$ cat config.mk
export PLATFORM = sky130hd
export DESIGN_NAME = pc_gen
export DESIGN_NICKNAME = d
export VERILOG_FILES = /design/src/rtl/pc_gen.sv
export SDC_FILE = /design/constraint.sdc
export NUM_CORES = 1
export LEC_CHECK = 0
export CAP_MARGIN = 20
export CORE_MARGIN = 2
export CORE_UTILIZATION = 45
export DETAILED_ROUTE_END_ITERATION = 16
export HOLD_SLACK_MARGIN = 0.08
export MAX_ROUTING_LAYER = met4
export PLACE_DENSITY = 0.82
export SETUP_SLACK_MARGIN = 0.15
export SLEW_MARGIN = 20
export SYNTH_ARGS = -nofsm -noshare
export SYNTH_HDL_FRONTEND = slang
export SYNTH_SLANG_ARGS = --single-unit
$ cat constraint.sdc
create_clock -name clk -period 2.55 [get_ports clk]
set_input_delay 0.51 -clock clk [delete_from_list [all_inputs] [get_ports clk]]
set_output_delay 0.51 -clock clk [all_outputs]
set_load 0.01 [all_outputs]
$ cat src/rtl/pc_gen.sv
// -----------------------------------------------------------------------------
// pc_gen -- program counter generator for a single-issue fetch front end.
//
// The block normally walks the fetch address forward by 4. When the EX stage
// resolves a taken control transfer, the block raises Redirect so that IF/ID
// can be flushed, and the fetch address is moved to the resolved target. If
// instruction memory is not accepting the request, the target is parked in a
// pending register and applied as soon as Fetch_ready returns.
//
// Optional feature (macro PC_MISALIGN_TRAP_EN):
//   When defined, a target with bit1 set is replaced by TRAP_VEC. Misalign
//   then pulses in the same cycle as Redirect.
//   When undefined, Misalign is tied 0 and targets are used unmodified.
//
// Parameters:
//   XLEN      address/data width
//   RESET_VEC Pc value at reset
//   TRAP_VEC  redirect target for a misaligned control transfer
//
// Ports:
//   clk          in   rising-edge clock
//   rst_n        in   asynchronous active-low reset
//   Fetch_ready  in   instruction memory accepts Pc this cycle
//   Stall        in   hazard hold of sequential advance (not of redirects)
//   Branch/Zero  in   conditional branch, taken when both are 1
//   Jal          in   PC-relative jump
//   Jalr         in   register-indirect jump
//   Ex_pc        in   PC of the EX-stage instruction
//   Imm_In       in   immediate (halfword units for Branch/Jal, bytes for Jalr)
//   Rs_data1     in   Jalr base register
//   Pc           out  current fetch address (registered)
//   Pc_valid     out  Pc is a valid fetch request (registered)
//   Pc_plus4     out  link value Ex_pc + 4 (combinational)
//   Redirect     out  flush IF/ID (combinational)
//   Misalign     out  misaligned-target trap pulse (combinational)
// -----------------------------------------------------------------------------
module pc_gen #(
  parameter int              XLEN      = 32,
  parameter logic [XLEN-1:0] RESET_VEC = '0,
  parameter logic [XLEN-1:0] TRAP_VEC  = XLEN'(32'h0000_0100)
) (
  input  logic            clk,
  input  logic            rst_n,
  input  logic            Fetch_ready,
  input  logic            Stall,
  input  logic            Branch,
  input  logic            Zero,
  input  logic            Jal,
  input  logic            Jalr,
  input  logic [XLEN-1:0] Ex_pc,
  input  logic [XLEN-1:0] Imm_In,
  input  logic [XLEN-1:0] Rs_data1,
  output logic [XLEN-1:0] Pc,
  output logic            Pc_valid,
  output logic [XLEN-1:0] Pc_plus4,
  output logic            Redirect,
  output logic            Misalign
);

  typedef enum logic [1:0] {
    S_BOOT = 2'd0,  // one cycle after reset, no fetch issued
    S_RUN  = 2'd1,  // normal fetch
    S_PEND = 2'd2   // redirect target parked until memory accepts
  } state_t;

  state_t          r_state;
  logic [XLEN-1:0] r_pc;
  logic [XLEN-1:0] r_pend;
  logic            r_valid;

  logic            w_taken;
  logic            w_active;
  logic            w_redirect;
  logic [XLEN-1:0] w_jalr_sum;
  logic [XLEN-1:0] w_jalr_tgt;
  logic [XLEN-1:0] w_rel_tgt;
  logic [XLEN-1:0] w_raw_tgt;
  logic [XLEN-1:0] w_tgt;
  logic            w_mis_tgt;

  // Target selection: Jalr wins over Jal, Jal over Branch. Jal and Branch
  // share the PC-relative adder, so only Jalr needs its own path.
  always_comb begin
    w_taken    = Jalr | Jal | (Branch & Zero);
    w_jalr_sum = Rs_data1 + Imm_In;
    w_jalr_tgt = {w_jalr_sum[XLEN-1:1], 1'b0};
    w_rel_tgt  = Ex_pc + {Imm_In[XLEN-2:0], 1'b0};
    w_raw_tgt  = Jalr ? w_jalr_tgt : w_rel_tgt;
`ifdef PC_MISALIGN_TRAP_EN
    // Bit0 is always 0 here, so bit1 alone decides 4-byte misalignment.
    w_mis_tgt  = w_raw_tgt[1];
    w_tgt      = w_mis_tgt ? TRAP_VEC : w_raw_tgt;
`else
    w_mis_tgt  = 1'b0;
    w_tgt      = w_raw_tgt;
`endif
  end

  // Control transfers seen during BOOT refer to nothing fetched yet.
  assign w_active   = (r_state != S_BOOT);
  assign w_redirect = w_taken & w_active;

  assign Redirect = w_redirect;
  assign Misalign = w_redirect & w_mis_tgt;
  assign Pc_plus4 = Ex_pc + XLEN'(4);
  assign Pc       = r_pc;
  assign Pc_valid = r_valid;

  always_ff @(posedge clk or negedge rst_n) begin
    if (!rst_n) begin
      r_state <= S_BOOT;
      r_pc    <= RESET_VEC;
      r_pend  <= '0;
      r_valid <= 1'b0;
    end else begin
      case (r_state)
        S_BOOT: begin
          r_state <= S_RUN;
          r_valid <= 1'b1;
        end
        S_RUN: begin
          // Redirect is checked first so that Stall never blocks it.
          if (w_taken) begin
            if (Fetch_ready) begin
              r_pc <= w_tgt;
            end else begin
              r_pend  <= w_tgt;
              r_state <= S_PEND;
            end
          end else if (Fetch_ready && !Stall) begin
            r_pc <= r_pc + XLEN'(4);
          end
        end
        S_PEND: begin
          // Pc stays put while memory holds off; a newer redirect replaces
          // the parked one, and one arriving with Fetch_ready is used directly.
          if (w_taken) r_pend <= w_tgt;
          if (Fetch_ready) begin
            r_pc    <= w_taken ? w_tgt : r_pend;
            r_state <= S_RUN;
          end
        end
        default: begin
          r_state <= S_BOOT;
          r_valid <= 1'b0;
        end
      endcase
    end
  end

endmodule

==> results list <==
- For this run, the top clock speed supported by timing is 326 MHz.
- Buffer cell driving the clock tree root: clkbuf_16
- For this run, the register share of the synthesized area comes to 21.6%.
* Startpoint Class: primary input
- Input and output buffers added on the ports amount to 169.
* Cell with the most instances after synthesis: nand2_1
* Clock sink count: 67
* Biggest fanout along the worst timing path: 3
- The die is 135 um wide.
- The number of nets handed over by synthesis was 1213.
- Summed over all layers, the global routing overflow is 0.
- The congestion estimate from routability-driven global placement came to 0.934.
* Cell variety after synth: 71
- For this run, the post-layout net count is 1659.
- The wire-length estimate of the detail-placed layout is 21500 um.
* Clock buffers created by TritonCTS: 9
* Fraction of layout cells with a size suffix above 1: 42.7%
* Count of state elements after synthesis: 67
- Clock Latency Late Sink: 0.34 ns
* Final period utilization: 120%
- Setup violation total in the final timing report: 55
- The checks that failed: negative setup slack.
* Cell type of the slowest stage on the worst timing path: a2111oi_4
- After detailed routing, the average wire length per cell comes to 23.8 um.
- Counting stages on the worst path, the most repeated cell is buf_4.
- In this run the power density over the cells is 654 mW/mm^2.
- Path category of the worst min-delay check: in2async
* Switching part of the total: 43.9%
- Crit path arrival time: 3.33 ns
* Biggest area contributors in the synthesized netlist: dfrtp_1 (22%), ha_1 (10%), nand2_1 (7.8%)
* Synth Cell Area: 0.00775 sq mm
* Antenna Nets Post-Route: 0
* Kind of end point of the critical path: flop
- The largest single stage delay on the critical path is 0.46 ns.
- Max-cap violations in this run came to 0.
- Final setup skew: 0.00529 ns
* P_int: 5.12 mW
- The most used flip-flop cell after synthesis is dfrtp_1.
- Fraction of registers with async set/reset: 100%
- After detailed routing, the total wire length is 40900 um.
- Kind of critical path: in2reg
- Number of synthesized flops with an enable pin: 0
- During I/O placement, the number of pins put on the boundary was 171.
* Post-synth top area share: 21.6%
- Ordered list of cells on the worst path: buf_6 > buf_8 > buf_6 > ha_4 > a211oi_4 > buf_4 > nor2_4 > a2111oi_4 > buf_4 > nor3_2 > nor2_1 > buf_4 > o21ai_4 > xor2_2 > a21boi_1 > a21oi_1
* Switching power summed over all nets: 4.01 mW
- The initialized floorplan defines 47 standard-cell rows.
- Initial detailed-routing violation count: 1520
- The first global-routing pass estimated 52800 um of wire.
- With fillers left out, the area of the finished cells amounts to 0.0140 sq mm.
* Vias: 11400
* Pre-Repair DR Iteration Count: 8
- Placed Area: 0.0119 sq mm
- The die is 135 um tall.
* Leak: 6.04 nW
- Setup repair after global routing could not meet its margin everywhere.
* Clock tree from TritonCTS: built
* Via density per instance: 6.67
* Worst setup margin: -0.519 ns
- Of the total power, combinational logic draws 63.5%.
- After layout, the design draws a total of 9.13 mW.
* Post-route minimum period: 3.07 ns
* Part of the total power dissipated in sequential elements: 22.7%
- VDD IR-drop max: 0.644 mV
* Vias in the first global route: 10200
- Largest area contributor in the netlist: dfrtp_1
- The count of endpoints failing hold in the final timing report was 0.
- In this run the deepest clock path goes through 2 buffers.
- Outcome: complete, but fails checks
- The max-slew violation count is 0.
- Top cells by instance count after synthesis: nand2_1 (160), o21ai_0 (89), a21oi_1 (86)
- After detailed routing, the number of remaining DRC violations is 0.
- The average instance in the mapped netlist occupies 7.44 sq um.
- Layout Area Growth over Synthesis: 80.2%
* Effective utilization at floorplan: 46.4%
* Total of warnings raised by yosys: 0
* Relative slew slack: 49.4%
* Total Die Area: 0.0183 sq mm
- Post-synthesis instance total: 1042
* Clock network fraction of total power: 13.8%
- After clock tree synthesis, the clock-pin slew on the worst setup and hold paths is 0.06 ns.
- Number of buffers inserted by hold repair at cts: 0
- After floorplanning, the core was sized to cover 0.0167 sq mm.
* Aggregate global-route resource usage: 37.1%
* Pin count of the biggest net entering global routing: 68
- Transition time at the pin with the least slew margin: 0.756 ns
- CTS HTree Levels: 3
* Initial antenna violation count: 1
* Worst Path Required: 2.81 ns
==> sequential cells by signal (all words and copies together), names as in the netlist <==
register	cells
Pc	32
r_pend	32
r_state	2
Pc_valid	1
==> final timing paths <==
check / slack (ns) / cells after the start / startpoint / end
max: -0.52 / 16 / Imm_In[1] / r_pend[20]$_DFFE_PN0P_
min: 0.19 / 2 / rst_n / r_pend[1]$_DFFE_PN0P_
max reg2reg: 0.09 / 9 / Pc[5]$_DFFE_PN0P_ / Pc[29]$_DFFE_PN0P_
min reg2reg: 0.48 / 2 / Pc[0]$_DFFE_PN0P_ / Pc[0]$_DFFE_PN0P_
max in group asynchronous: 2.06 / 2 / rst_n / Pc[27]$_DFFE_PN0P_
min in group clk: 0.48 / 2 / Pc[0]$_DFFE_PN0P_ / Pc[0]$_DFFE_PN0P_
==> timing repair <==
| action | in CTS | in global routing |
|---|---|---|
| endpoints found under the setup margin | 82 | 73 |
| buffers inserted | 35 | 19 |
| pin swaps | 121 | 107 |
| resized for setup | 395 | 168 |
==> power groups by stage <==
stage / sequential, mW / combinational (mW) / clock [mW]
after global placement: 2.03 / 4.69 / 0
after floorplan: 2.11 / 2.53 / 0
after global routing: 2.13 / 6.15 / 1.30
after detailed placement: 2.06 / 4.82 / 0
final: 2.08 / 5.80 / 1.26
after CTS: 2.05 / 5.16 / 1.27
==> metrics by stage <==
| step | utilization, % | setup TNS (ns) | cells | hold WS (ns) | worst slack [ns] |
|---|---|---|---|---|---|
| detailed placement | 71.5 | -56.61 | 1643 | 0.458 | -1.16 |
| CTS | 79.5 | -3.70 | 1694 | 0.200 | -0.289 |
| finish | 83.6 | -14.46 | 1714 | 0.185 | -0.519 |
| global placement | 71.5 | -52.68 | 1643 | 0.451 | -1.10 |
| floorplan | - | -1.55 | 1042 | 0.214 | -0.273 |
| global route | 83.6 | -16.13 | 1714 | 0.225 | -0.513 |
==> cell type report <==
type                       count  area (sq um)
clock inverter                 2          16.3
tap                          220           275
sequential                    67          1680
clock buffer                  14           294
fill                         827          2740
antenna                        1          2.50
timing repair buffer         488          4040
inverter                      25           110
multi-input combinational    897          7550
==> critical path, delay by kind of cell <==
kind	cells	cell delay, ns
AO/OA/AOI/OAI	5	1.21
buffers and inverters	6	0.89
AND/OR/NAND/NOR	3	0.24
XOR/XNOR	1	0.23
adder cells (fa/ha/maj)	1	0.22
==> per-layer routing <==
layer  track usage (%)  vias to the layer above  wire length (um)
met5                 -                        -                 0
met4              14.8                        0              3470
met3              4.26                      406              4630
met2              59.9                     1119             18100
met1              47.7                     5230             14700
li1                  -                     4671                 -
==> cell families (layout without fill, tap and decap cells) <==
group           Yosys count  in the layout  share of synthesized area, %
flops                    67             67                          21.6
buf+inv                  78            529                          3.92
compound gates          325            325                          26.6
other cells               1              2                        0.0484
xor+xnor                102            102                          11.5
simple gates            383            383                          22.7
mux                      19             19                          2.54
fa+ha+maj                67             67                          11.0
==> cells in the final DEF (no fill, tap or decap), drive strengths merged, types with 5 or more instances in the layout <==
master,synthesis,final
a21boi,6,6
and3,13,13
ha,65,65
xnor2,61,61
nand4,21,21
clkdlybuf4s15,0,11
mux2i,14,14
dlymetal6s2s,0,5
o21ai,92,92
a31oi,9,9
dlygate4sd2,0,28
xor2,41,41
o21bai,5,5
a2111oi,6,6
a221oi,6,6
o21a,8,8
nand2,160,160
mux2,5,5
clkbuf,39,25
buf,14,361
nand3,42,42
and4,6,6
inv,25,24
a21o,26,26
clkdlybuf4s50,0,72
a21oi,86,86
a211oi,15,15
nand2b,14,14
nor3,13,13
o211ai,15,15
dfrtp,67,67
nor2,84,84
and2,7,7
Power figures use the tool's default switching activity.
